===== src/rtl/uart_pkg.sv =====
// Shared UART definitions: state encoding, default bit timing and frame length.
// Both the transmitter and the receiver import this so they agree on the line format.
package uart_pkg;

  typedef enum logic [1:0] {
    UART_IDLE  = 2'd0,
    UART_START = 2'd1,
    UART_DATA  = 2'd2,
    UART_STOP  = 2'd3
  } uart_state_e;

  localparam int DEFAULT_CLKS_PER_BIT = 50;

  // Number of bit periods in one frame: start + data + stop.
  function automatic int frame_bits(input int data_bits, input int stop_bits);
    return 1 + data_bits + stop_bits;
  endfunction

endpackage


===== src/rtl/uart_baud_tick.sv =====
// Bit-period timer: counts 0..CLKS_PER_BIT-1 while enabled and flags the last cycle.
// A synchronous clear restarts the period, e.g. on a frame accept or a start-edge detect.
module uart_baud_tick
  import uart_pkg::*;
#(
  parameter int CLKS_PER_BIT = DEFAULT_CLKS_PER_BIT
) (
  input  logic clk,
  input  logic rst_n,
  input  logic clear,
  input  logic en,
  output logic tick
);

  localparam int CNT_W = (CLKS_PER_BIT > 1) ? $clog2(CLKS_PER_BIT) : 1;

  logic [CNT_W-1:0] cnt;

  assign tick = en && (cnt == CNT_W'(CLKS_PER_BIT - 1));

  // NOTE: sequential state uses non-blocking assignments so every flop samples pre-edge values.
  always_ff @(posedge clk or negedge rst_n) begin
    if (!rst_n) begin
      cnt <= '0;
    end else if (clear || tick) begin
      cnt <= '0;
    end else if (en) begin
      cnt <= cnt + CNT_W'(1);
    end
  end

endmodule


===== src/rtl/uart_tx_serializer.sv =====
// UART transmitter: takes one word per valid/ready handshake and serialises it
// as start(0), data LSB first, stop(1) bits on a registered, idle-high line.
module uart_tx_serializer
  import uart_pkg::*;
#(
  parameter int CLKS_PER_BIT = DEFAULT_CLKS_PER_BIT,
  parameter int DATA_BITS    = 8,
  parameter int STOP_BITS    = 1
) (
  input  logic                 clk,
  input  logic                 rst_n,
  input  logic [DATA_BITS-1:0] tx_data,
  input  logic                 tx_valid,
  output logic                 tx_ready,
  output logic                 uart_tx,
  output logic                 busy,
  output logic [1:0]           state_value,
  output logic [3:0]           bit_cnt_value
);

  uart_state_e          state, state_next;
  logic [DATA_BITS-1:0] shift;
  logic [3:0]           bit_cnt;
  logic                 tick;
  logic                 accept;
  logic                 last_data;
  logic                 last_stop;

  assign accept    = (state == UART_IDLE) && tx_valid;
  assign last_data = (bit_cnt == 4'(DATA_BITS - 1));
  // bit_cnt doubles as the stop-bit counter; it is hidden from bit_cnt_value in STOP.
  assign last_stop = (bit_cnt == 4'(STOP_BITS - 1));

  uart_baud_tick #(
    .CLKS_PER_BIT(CLKS_PER_BIT)
  ) u_baud_tick (
    .clk  (clk),
    .rst_n(rst_n),
    .clear(accept),
    .en   (state != UART_IDLE),
    .tick (tick)
  );

  always_ff @(posedge clk or negedge rst_n) begin
    if (!rst_n) state <= UART_IDLE;
    else        state <= state_next;
  end

  // NOTE: every always_comb output gets a default first, so no path can infer a latch.
  always_comb begin
    state_next = state;
    unique case (state)
      UART_IDLE:  if (tx_valid)           state_next = UART_START;
      UART_START: if (tick)               state_next = UART_DATA;
      UART_DATA:  if (tick && last_data)  state_next = UART_STOP;
      UART_STOP:  if (tick && last_stop)  state_next = UART_IDLE;
      default:                            state_next = UART_IDLE;
    endcase
  end

  always_comb begin
    tx_ready      = (state == UART_IDLE);
    busy          = (state != UART_IDLE);
    state_value   = state;
    bit_cnt_value = (state == UART_DATA) ? bit_cnt : 4'd0;
  end

  // NOTE: the shift register is reset too; it is a handful of flops, so a clean start costs nothing.
  always_ff @(posedge clk or negedge rst_n) begin
    if (!rst_n) begin
      shift   <= '0;
      bit_cnt <= '0;
      uart_tx <= 1'b1;
    end else begin
      unique case (state)
        UART_IDLE: begin
          if (accept) begin
            shift   <= tx_data;
            bit_cnt <= '0;
            uart_tx <= 1'b0;
          end
        end
        UART_START: begin
          if (tick) begin
            uart_tx <= shift[0];
            bit_cnt <= '0;
          end
        end
        UART_DATA: begin
          if (tick) begin
            if (!last_data) begin
              shift   <= shift >> 1;
              uart_tx <= shift[1];
              bit_cnt <= bit_cnt + 4'd1;
            end else begin
              uart_tx <= 1'b1;
              bit_cnt <= '0;
            end
          end
        end
        UART_STOP: begin
          uart_tx <= 1'b1;
          if (tick) bit_cnt <= last_stop ? 4'd0 : bit_cnt + 4'd1;
        end
        default: begin
          uart_tx <= 1'b1;
          bit_cnt <= '0;
        end
      endcase
    end
  end

endmodule


===== config.mk =====
export PLATFORM = sky130hd
export DESIGN_NAME = uart_tx_serializer
export DESIGN_NICKNAME = d
export VERILOG_FILES = /design/src/rtl/uart_pkg.sv /design/src/rtl/uart_baud_tick.sv /design/src/rtl/uart_tx_serializer.sv
export SDC_FILE = /design/constraint.sdc
export NUM_CORES = 1
export LEC_CHECK = 0
export BUFFER_PORTS_ARGS = -buffer_cell sky130_fd_sc_hd__buf_2
export CORE_MARGIN = 2
export CORE_UTILIZATION = 50
export CTS_CLUSTER_DIAMETER = 30
export DETAILED_ROUTE_END_ITERATION = 7
export GPL_ROUTABILITY_DRIVEN = 0
export PLACE_DENSITY = 0.74
export RECOVER_POWER = 50
export SYNTH_ARGS = -nofsm -noshare
export SYNTH_HDL_FRONTEND = slang
export SYNTH_SLANG_ARGS = --single-unit

===== constraint.sdc =====
create_clock -name clk -period 1.96 [get_ports clk]
set_input_delay 0.392 -clock clk [delete_from_list [all_inputs] [get_ports clk]]
set_output_delay 0.392 -clock clk [all_outputs]
set_load 0.03 [all_outputs]

-- After elaboration in Yosys (flattened, before gate mapping)
Index checks and enable logic that the tools add are counted.
- register bits after elaboration: 21
- output and inout port bits: 9
- reduce and logical (&&, ||, !) cells: 14
- multiplexer cells: 24
- add/sub/neg operators: 2
- equal/unequal tests: 13
- operators with widths (operator ; count):
    two-way mux 4 bit ; 7
    two-way mux 8 bit ; 3
    one-hot mux 4 bit (4 select lines) ; 1
    one-hot mux 8 bit (2 select lines) ; 1
    != test 2 bit (second input constant) ; 7
    two-way mux 6 bit ; 2
    AND reduction 4 bit ; 3
    two-way mux 2 bit ; 4
    one-hot mux 2 bit (4 select lines) ; 1
    adder 6 x 1 -> 6 bit (second input constant) ; 1
    == test 6 bit (second input constant) ; 1
    nonzero test 2 bit ; 3
    adder 4 x 1 -> 4 bit (second input constant) ; 1
    == test 2 bit (second input constant) ; 2
    == test 4 x 3 -> 1 bit (second input constant) ; 1
    logical AND 1 bit ; 4
    zero test 4 bit ; 1
    two-way mux 1 bit ; 4
    one-hot mux 1 bit (4 select lines) ; 1
    AND reduction 3 bit ; 1
    == test 2 x 1 -> 1 bit (second input constant) ; 1
    zero test 2 bit ; 1
    != test 2 x 1 -> 1 bit (second input constant) ; 1
    logical OR 1 bit ; 1

-- Longest topological paths before layout
Gate-level depths: netlist of run 1.
- word-level depth: 5
- gate-level depth with buffers: 7

-- Cells and area by module
A second synthesis of run 1 with hierarchy kept.
- cell total of the unflattened synthesis: 126
- area, all modules: 1239.9 µm²
- modules (own cells, without submodules) (module ; cells each ; times used ; sequential area each (µm²) ; area each (µm²)):
    uart_tx_serializer ; 94 ; 1 ; 376.6 ; 924.6
    uart_baud_tick ; 32 ; 1 ; 150.1 ; 315.3

-- Worst setup path after synthesis of run 1
OpenSTA, ideal clock, no wires.
- kind: reg-to-reg
- from: reg state[0] (netlist: state_value[0])
- to: reg state[1] (netlist: state_value[1])
- library setup time: 0.127 ns
- stages on the path, launching flop included: 8
- arrival: 2.138 ns
- buffers on the path: 1
- path slack: -0.305 ns
- cell sequence: dfrtp_1 -> inv_1 -> ha_1 -> buf_2 -> nor2b_2 -> a2bb2oi_2 -> nor2b_4 -> mux2_1
- elaborated cells between the ends (all ways): 14
- classes of those cells: 7 x eq/ne; 1 x mux; 6 x reduce/logical
- RTL lines (item ; line ; RTL):
    start, declared ; uart_tx_serializer.sv:21 ; uart_state_e state, state_next;
    start signal, assigned ; uart_tx_serializer.sv:46 ; else state <= state_next;
    zero test 2 bit (*) ; -- ;
    via tx_ready ; uart_tx_serializer.sv:14 ; output logic tx_ready,
    != test 2 bit (no source line) ; -- ;
    AND reduction 4 bit (no source line) ; -- ;
Mark *: on every way through the listed nets, which the timed path passes. The rest lies on a longest branch.
A chain may end at the register's enable or synchronous reset.

-- Worst setup path in the final report of run 1
- from: reg state[1] (netlist: state_value[1])
- to: reg state[1] (netlist: state_value[1])
- word-level cells in the longest chain between the ends: 5
- elaborated cells between the ends (all ways): 14
- classes of those cells: 7 x eq/ne; 1 x mux; 6 x reduce/logical
- RTL lines (item ; line ; RTL):
    nonzero test 2 bit ; uart_tx_serializer.sv:40 ; .en (state != UART_IDLE),
    logical AND 1 bit ; uart_baud_tick.sv:19 ; assign tick = en && (cnt == CNT_W'(CLKS_PER_BIT - 1));
    logical AND 1 bit, on equally long branches ; uart_tx_serializer.sv:56, uart_tx_serializer.sv:55 ;
    != test 2 bit (no source line) ; -- ;
    AND reduction 4 bit (no source line) ; -- ;
Several ways; a longest one is shown, not always the timed one.

==> out/metrics.yaml, run 1 <==
outcome:
  status: "finished clean"
timing:
  hold_violations: 0
  tightest_slew_ns: 1.13
  finalSetupViolCount: 0
  maxSlewViolCount: 0
  fmax_mhz: 530
  fin_crit_sh: 0.962
  fin_ws_ns: 0.0736
  fin_tns_setup_ns: 0
  skew_ns: 0.00682
  slew_headroom: 0.246
  grt_setup_unrepaired: "false"
  min_period_ns: 1.89
route:
  via_per_inst: 5.55
  drt_wl_total_um: 2780
  vias: 1077
  drc: 0
  antenna_left: 0
  wire_per_inst_um: 14.3
  drt-pass1-iter-count: 4
  drt_iter0_drc: 20
power_and_ir_drop:
  power_density_nw_per_um2: 423
  peakVddDrop_mv: 0.363
  p_leak_uw: 0.000731
place:
  dpl.hpwl_um: 2100
  dpl_cell_area_um2: 1560
  io_buffers: 19
  pre_cts_ws_ns: 0.0717
setup_path:
  crit_path_start_kind: "flip-flop"
  crit_required_ns: 2.17
  critPathTopFamily: "simple AND/OR/NAND/NOR gates"
  critical_path_class: "reg -> reg"
  path_cells: "ha_2 > or4b_4 > o211ai_2 > nor2b_4 > mux2_1"
  critPathSlowestCell: "or4b_4"
  crit_fanout: 8
  critPathCaptureType: "flip-flop"
  cp_data_arrival_time_ns: 2.09
  worst-path-buf-inv: 0
  slowest_delay_ns: 0.49
grt:
  grt_overflow: 0
  antenna_found_initial: 0
  grt_pass1_wl_um: 4750
  grt_max_degree: 22
  grt_use_total: 0.189
  grt_pass1_vias: 1081
cts:
  htreeDepth: 1
  clk_pin_slew_ns: 0.12
  cts_tree: "yes"
  cts-root-buf: "clkbuf_4"
  ctsHoldBuffers: 0
  cts_sinks: 21
  post-cts-setup-buffers: 0
  worstSkewPairLatency_ns: 0.31
  cts_resized: 0
  cts_made_buffers: 3
  cts_max_path_buffers: 2
floorplanning:
  rows: 18
  initial_core_util: 0.540
  chipWidth_um: 56.2
  die-area_um2: 3160
  fp.dieH_um: 56.2
  core_um2: 2520
  io_pins: 20
yosys:
  syn_nets: 160
  synth_flop_cell: "dfrtp_1"
  synthArstFlopShare: 1.00
  synth_seq_cells: 21
  syn_inst: 140
  netlist_area_um2: 1360
  yosysSeqAreaShare: 0.387
  synth_edf_count: 0
  yosys_warnings: 0
  ys_types: 44
  syn_area_per_cell_um2: 9.73
final_layout:
  antenna_cells: 0
  area_delta_synth_final_pct: 16.3
  nets: 185
  mostFrequentLayoutCells: "dfrtp_1, buf_2, nand2_1, a21oi_1, o22ai_1"
  fillers: 228
  drive_gt1_frac: 0.274
  layout_commonest_cell: "dfrtp_1"
  design_area_um2: 1580
hold_path:
  hold_class: "in -> async"
job:
  cap_viol_max_count: 0
## routing by layer
metal,GRT usage,share of wire
met5,0,0
met4,0.0714,0.011
met3,0.0233,0.031
met2,0.324,0.49
met1,0.241,0.46
## final timing paths
kind	end	cells past startpoint	slack, ns	from
worst max-delay path	state_value[1]$_DFFE_PN0P_	5	0.07	state_value[1]$_DFFE_PN0P_
worst min-delay path	shift[6]$_DFFE_PN0P_	1	0.27	rst_n
worst max register to register	state_value[1]$_DFFE_PN0P_	5	0.07	state_value[1]$_DFFE_PN0P_
worst min register to register	shift[7]$_DFFE_PN0P_	1	0.53	shift[7]$_DFFE_PN0P_
max in group asynchronous	state_value[0]$_DFFE_PN0P_	1	0.94	rst_n
min in group clk	shift[7]$_DFFE_PN0P_	2	0.30	tx_data[7]
## kinds of logic (layout without fill, tap and decap cells)
logic type / after synthesis / count (layout) / share of synthesized area
adders and majority gates: 9 / 9 / 0.0826
DFF: 21 / 21 / 0.387
and+or+nand+nor: 46 / 46 / 0.202
xor gates and xnor gates: 2 / 2 / 0.0129
buffers and inverters: 15 / 39 / 0.0441
AOI/OAI and AO/OA: 38 / 38 / 0.203
muxes: 9 / 9 / 0.0689
## synthesized netlist by cell type, types with 4 or more instances
master	instances	area (um2)
a21oi_1	11	55.1
nand2_1	11	41.3
dfrtp_1	20	500
a22o_1	5	43.8
nand2b_1	5	31.3
ha_1	9	113
mux2i_1	6	60.1
nor2_1	6	22.5
and2_1	4	25.0
o22ai_1	9	56.3
inv_1	9	33.8
## area by class of cell
cell class / count / area [um2] / area share
sequential: 21 / 529 / 0.334
clock inverter: 1 / 5.00 / 0.00316
tap: 30 / 37.5 / 0.0237
inverter: 9 / 33.8 / 0.0213
multi-input combinational: 104 / 813 / 0.513
timing repair buffer: 26 / 143 / 0.0900
clock buffer: 3 / 22.5 / 0.0142
## per-stage QoR
| stage | cells | hold slack [ns] | total power (uW) | utilization |
|---|---|---|---|---|
| floorplan | 140 | 0.0964 | 446 | - |
| global placement | 190 | 0.377 | 464 | 0.619 |
| detailed placement | 190 | 0.386 | 465 | 0.619 |
| CTS | 194 | 0.0310 | 681 | 0.630 |
| global route | 194 | 0.297 | 699 | 0.628 |
| finish | 194 | 0.266 | 669 | 0.628 |
## state kept, by name, summed over array words and instances (netlist names)
signal           cells
state_value          2
bit_cnt              4
u_baud_tick.cnt      6
uart_tx              1
shift                8
## power breakdown
part	internal [uW]	switching (uW)	leakage [uW]	total (uW)
clock network	76.2	138	0.0000177	214
logic	8.02	14.2	0.000488	22.2
registers	433	0	0.000226	433
total	518	152	0.000731	669
## worst reg2reg max path: stages, from the launching register on
cell	delay [ns]
dfrtp_2	0.46
ha_2	0.22
or4b_4	0.49
o211ai_2	0.10
nor2b_4	0.20
mux2_1	0.32
No activity file was read; power rests on OpenSTA's default activity.
==> run 2, diff against run 1 <==
--- a/config.mk
+++ b/config.mk
@@ -6,6 +6,7 @@
 export NUM_CORES = 1
 export LEC_CHECK = 0
 export BUFFER_PORTS_ARGS = -buffer_cell sky130_fd_sc_hd__buf_2
+export CORE_ASPECT_RATIO = 0.75
 export CORE_MARGIN = 2
 export CORE_UTILIZATION = 50
 export CTS_CLUSTER_DIAMETER = 30
==> constraint.sdc (replaced) <==
create_clock -name clk -period 1.96 [get_ports clk]
set_input_delay 0.098 -clock clk [delete_from_list [all_inputs] [get_ports clk]]
set_output_delay 0.098 -clock clk [all_outputs]
set_load 0.03 [all_outputs]
==> run 2 against run 1 <==
Clock power about the same; core utilization up 1.4 points; combinational power increased by 14%; design area grew 5.5%; sequential power is essentially flat; power increased by 0.97%; final cell count is 5.7% higher; first-iteration DRC count up 95%; sequential share of layout area fell by 1.7 points; critical endpoint unchanged.
==> out/metrics.yaml, run 2 (same netlist as run 1, synthesis figures left out) <==
outcome:
  status: "finished clean"  # unchanged
timing:
  tightest_slew_ns: 1.13  # about the same
  fin_crit_sh: 0.965  # was 0.962
  maxSlewViolCount: 0  # unchanged
  fin_tns_setup_ns: 0  # unchanged
  slew_headroom: 0.243  # was 0.246
  hold_violations: 0  # unchanged
  min_period_ns: 1.89  # about the same
  grt_setup_unrepaired: "false"  # unchanged
  fmax_mhz: 529  # was 530 MHz
  finalSetupViolCount: 0  # unchanged
  skew_ns: 0.00392  # was 0.00682 ns
setup_path:
  crit_required_ns: 2.17  # about the same
  critical_path_class: "reg -> reg"  # unchanged
  crit_fanout: 8  # unchanged
  crit_path_start_kind: "flip-flop"  # unchanged
  critPathCaptureType: "flip-flop"  # unchanged
  cp_data_arrival_time_ns: 2.10  # was 2.09 ns
grt:
  grt_max_degree: 22  # unchanged
  grt_pass1_vias: 1132  # was 1081
  grt_use_total: 0.201  # was 0.189
  grt_pass1_wl_um: 4970  # was 4750 um
  grt_overflow: 0  # unchanged
  antenna_found_initial: 0  # unchanged
power_and_ir_drop:
  power_frac_seq: 0.641  # was 0.647
  p_leak_uw: 0.000758  # was 0.000731 uW
  peakVddDrop_mv: 0.336  # was 0.363 mV
  clkPwrFrac: 0.322  # was 0.320
  combPwrFrac: 0.037  # was 0.033
  internal_power_uw: 523  # was 518 uW
  swShare: 0.226  # was 0.227
  power_density_nw_per_um2: 405  # was 423 nW/um2
  p_switching_uw: 152  # about the same
place:
  dpl.hpwl_um: 2130  # was 2100 um
  dpl_cell_area_um2: 1580  # was 1560 um2
  io_buffers: 19  # unchanged
final_layout:
  top_regs: "shift (8), u_baud_tick.cnt (6), bit_cnt (4)"  # unchanged
  layout_commonest_cell: "dfrtp_1"  # unchanged
  largest_reg_flops: 8  # unchanged
  mostFrequentLayoutCells: "dfrtp_1, buf_2, nand2_1, a21oi_1, buf_4"  # was dfrtp_1, buf_2, nand2_1, a21oi_1, o22ai_1
  regMostFlops: "shift"  # unchanged
  nets: 190  # was 185
  area_delta_synth_final_pct: 22.6  # was 16.3%
  drive_gt1_frac: 0.308  # was 0.274
  antenna_cells: 0  # unchanged
  design_area_um2: 1670  # was 1580 um2
route:
  wire_per_inst_um: 14.4  # was 14.3 um
  antenna_left: 0  # unchanged
  drt_wl_total_um: 2940  # was 2780 um
  via_per_inst: 5.51  # was 5.55
  drc: 0  # unchanged
  drt_iter0_drc: 39  # was 20
  drt-pass1-iter-count: 4  # unchanged
  vias: 1130  # was 1077
floorplanning:
  initial_core_util: 0.524  # was 0.540
  chipWidth_um: 64.3  # was 56.2 um
  io_pins: 20  # unchanged
  fp.dieH_um: 49.2  # was 56.2 um
  core_um2: 2600  # was 2520 um2
  rows: 16  # was 18
  die-area_um2: 3160  # about the same
cts:
  clk_pin_slew_ns: 0.12  # about the same
  cts_made_buffers: 3  # unchanged
  cts-root-buf: "clkbuf_4"  # unchanged
  cts_tree: "yes"  # unchanged
  cts_max_path_buffers: 2  # unchanged
  htreeDepth: 1  # unchanged
  worstSkewPairLatency_ns: 0.31  # about the same
  cts_sinks: 21  # unchanged
hold_path:
  hold_class: "in -> reg"  # was in -> async
job:
  cap_viol_max_count: 0  # unchanged
[run 2: worst paths after layout]
| check | start | end | slack, ns | cells past startpoint |
|---|---|---|---|---|
| hold reg to reg | shift[7]$_DFFE_PN0P_ | shift[7]$_DFFE_PN0P_ | 0.54 | 1 |
| max in group asynchronous | rst_n | state_value[0]$_DFFE_PN0P_ | 0.70 | 2 |
| setup / recovery | state_value[1]$_DFFE_PN0P_ | state_value[1]$_DFFE_PN0P_ | 0.07 | 5 |
| setup reg to reg | state_value[1]$_DFFE_PN0P_ | state_value[1]$_DFFE_PN0P_ | 0.07 | 5 |
| min in group asynchronous | rst_n | u_baud_tick.cnt[3]$_DFFE_PN0P_ | 0.51 | 2 |
| hold / removal | tx_data[2] | shift[2]$_DFFE_PN0P_ | 0.06 | 3 |
[run 2: through the flow]
stage / total power, uW / setup WS, ns / util / hold WS, ns / std cells
after floorplan: 446 / 0.0185 / - / -0.198 / 140
after global placement: 465 / 0.108 / 0.606 / 0.0855 / 197
after detailed placement: 465 / 0.0506 / 0.606 / 0.0942 / 197
after CTS: 685 / 0.0310 / 0.620 / 0.00426 / 202
after global routing: 707 / 0.0225 / 0.642 / 0.0388 / 205
final: 676 / 0.0680 / 0.642 / 0.0553 / 205
[run 2: what timing repair did]
action / in CTS / in global routing
endpoints found under the hold margin: 20 / 1
hold buffers: 1 / 1
endpoints found under the setup margin: 0 / 3
gates resized for setup: 0 / 6
buffers inserted: 0 / 2
[run 2: final cells by class]
cell class	instances	area [um2]
fillers	230	932
flip-flops and latches	21	529
multi-input cells	104	850
clock buffers	4	26.3
well taps	36	45.0
inverters	9	33.8
repair buffers	31	186
[run 2: layer usage]
metal,track usage,wire (um)
met4,0.0603,38
met3,0.0508,85
met1,0.247,1360
met5,0,0
met2,0.349,1460
[run 2: worst max-delay path: stages, from the launching register on]
cell and delay, ns:
dfrtp_2 0.47, ha_4 0.20, or4b_4 0.51, o211ai_4 0.10
nor2b_4 0.20, mux2_4 0.31
[run 2: power groups by stage]
stage	logic [uW]	clock network, uW	registers (uW)
global placement	23.1	0	441
global route	28.9	245	433
floorplan	4.39	0	442
detailed placement	23.8	0	441
CTS	25.3	226	433
finish	25.3	217	433
==> run 3, diff against run 2 <==
--- a/config.mk
+++ b/config.mk
@@ -12,7 +12,7 @@
 export CTS_CLUSTER_DIAMETER = 30
 export DETAILED_ROUTE_END_ITERATION = 7
 export GPL_ROUTABILITY_DRIVEN = 0
-export PLACE_DENSITY = 0.74
+export PLACE_DENSITY = 0.71
 export RECOVER_POWER = 50
 export SYNTH_ARGS = -nofsm -noshare
 export SYNTH_HDL_FRONTEND = slang
==> run 3 against run 2 <==
Critical path type unchanged; flip-flop and latch count stayed put; worst hold slack worse by 0.0049 ns; worst setup slack better by 0.0028 ns; sequential share of layout area up 0.65 points.
==> out/metrics.yaml, run 3 (same netlist as run 1, synthesis figures left out) <==
outcome:
  status: "finished clean"  # unchanged
final_layout:
  drive_gt1_frac: 0.293  # was 0.308
  stdcell_count: 203  # was 205
  largest_reg_flops: 8  # unchanged
  regMostFlops: "shift"  # unchanged
  area_delta_synth_final_pct: 20.1  # was 22.6%
  top_regs: "shift (8), u_baud_tick.cnt (6), bit_cnt (4)"  # unchanged
  layout_commonest_cell: "dfrtp_1"  # unchanged
  design_area_um2: 1640  # was 1670 um2
  antenna_cells: 0  # unchanged
  mostFrequentLayoutCells: "dfrtp_1, buf_2, nand2_1, a21oi_1, o22ai_1"  # was dfrtp_1, buf_2, nand2_1, a21oi_1, buf_4
  nets: 188  # was 190
timing:
  fin_tns_setup_ns: 0  # unchanged
  grt_setup_unrepaired: "true"  # was false
  fin_crit_sh: 0.964  # was 0.965
  min_period_ns: 1.89  # about the same
  tightest_slew_ns: 1.18  # was 1.13 ns
  skew_ns: 0.00995  # was 0.00392 ns
  slew_headroom: 0.216  # was 0.243
  fmax_mhz: 529  # about the same
  whs_ns: 0.0504  # was 0.0553 ns
  maxSlewViolCount: 0  # unchanged
  finalSetupViolCount: 0  # unchanged
  hold_violations: 0  # unchanged
setup_path:
  critical_path_class: "reg -> reg"  # unchanged
  critPathCaptureType: "flip-flop"  # unchanged
  cp_data_arrival_time_ns: 2.09  # was 2.10 ns
  crit_fanout: 7  # was 8
  crit_path_start_kind: "flip-flop"  # unchanged
  crit_required_ns: 2.16  # was 2.17 ns
place:
  dpl_cell_area_um2: 1570  # was 1580 um2
  dpl.hpwl_um: 2110  # was 2130 um
  io_buffers: 19  # unchanged
  dp.cells: 196  # was 197
cts:
  cts_made_buffers: 3  # unchanged
  cts-root-buf: "clkbuf_4"  # unchanged
  cts_max_path_buffers: 2  # unchanged
  cts_tree: "yes"  # unchanged
  htreeDepth: 1  # unchanged
  clk_pin_slew_ns: 0.13  # was 0.12 ns
  worstSkewPairLatency_ns: 0.31  # about the same
  cts_sinks: 21  # unchanged
floorplanning:
  die-area_um2: 3160  # unchanged
  chipWidth_um: 64.3  # unchanged
  core_um2: 2600  # unchanged
  initial_core_util: 0.524  # unchanged
  rows: 16  # unchanged
  io_pins: 20  # unchanged
  fp.dieH_um: 49.2  # unchanged
power_and_ir_drop:
  power.total_uw: 674  # was 676 uW
  p_leak_uw: 0.000753  # was 0.000758 uW
  power_density_nw_per_um2: 412  # was 405 nW/um2
  peakVddDrop_mv: 0.372  # was 0.336 mV
grt:
  grt_max_degree: 22  # unchanged
  busiest_layer: "met2"  # unchanged
  gr-usage-met2: 0.330  # was 0.349
  antenna_found_initial: 0  # unchanged
  grt_use_total: 0.199  # was 0.201
  grtUsageMet1: 0.278  # was 0.247
  grt_overflow: 0  # unchanged
  grt_pass1_vias: 1063  # was 1132
  grtUsageMet3: 0.0439  # was 0.0508
  grt_pass1_wl_um: 5000  # was 4970 um
route:
  drc: 0  # unchanged
  wire_per_inst_um: 14.3  # was 14.4 um
  antenna_left: 0  # unchanged
  vias: 1119  # was 1130
  via_per_inst: 5.51  # about the same
  drt-pass1-iter-count: 4  # unchanged
  drt_wl_total_um: 2890  # was 2940 um
  drt_iter0_drc: 99  # was 39
job:
  cap_viol_max_count: 0  # unchanged
hold_path:
  hold_class: "in -> reg"  # unchanged
[run 3: final timing paths]
kind | start | to | slack [ns] | cells after the start
max | state_value[1]$_DFFE_PN0P_ | state_value[1]$_DFFE_PN0P_ | 0.07 | 6
min | tx_data[3] | shift[3]$_DFFE_PN0P_ | 0.05 | 3
max reg2reg | state_value[1]$_DFFE_PN0P_ | state_value[1]$_DFFE_PN0P_ | 0.07 | 6
min reg2reg | shift[7]$_DFFE_PN0P_ | shift[7]$_DFFE_PN0P_ | 0.52 | 1
max in group asynchronous | rst_n | state_value[1]$_DFFE_PN0P_ | 0.64 | 2
min in group asynchronous | rst_n | u_baud_tick.cnt[5]$_DFFE_PN0P_ | 0.53 | 2
[run 3: critical path, cell delays in order, from the launching register on]
cell and delay [ns]:
dfrtp_2 0.43, inv_2 0.08, ha_1 0.21, or3_4 0.40
a2bb2oi_4 0.21, nor2b_4 0.15, mux2_1 0.32
[run 3: what timing repair did]
item / 4_1_cts / 5_1_grt
endpoints found under the setup margin: 0 / 1
endpoints found under the hold margin: 20 / 1
hold buffers: 1 / 1
resized for setup: 0 / 2
setup buffers: 0 / 1
[run 3: cell type report]
cell class	count	area (um2)
repair buffers	29	173
flip-flops and latches	21	529
inverters	9	33.8
well taps	36	45.0
fillers	235	966
clock inverters	1	5.00
multi-input cells	104	828
clock buffers	3	22.5
[run 3: power breakdown]
group / internal [uW] / total [uW] / switching (uW)
combinational: 10.6 / 25.5 / 14.8
sequential: 433 / 433 / 0
clock: 76.3 / 215 / 139
total: 520 / 674 / 154
[run 3: per-layer routing]
| layer | share of wire | vias up |
|---|---|---|
| li1 | - | 553 |
| met1 | 0.49 | 544 |
| met2 | 0.47 | 22 |
| met3 | 0.044 | 0 |
| met4 | 0 | 0 |
| met5 | 0 | - |
[run 3: metrics by stage]
stage	setup slack, ns	utilization
after CTS	0.0516	0.617
after global placement	0.115	0.603
after floorplan	0.0185	-
after global routing	-0.00529	0.629
after detailed placement	0.0689	0.603
final	0.0708	0.629
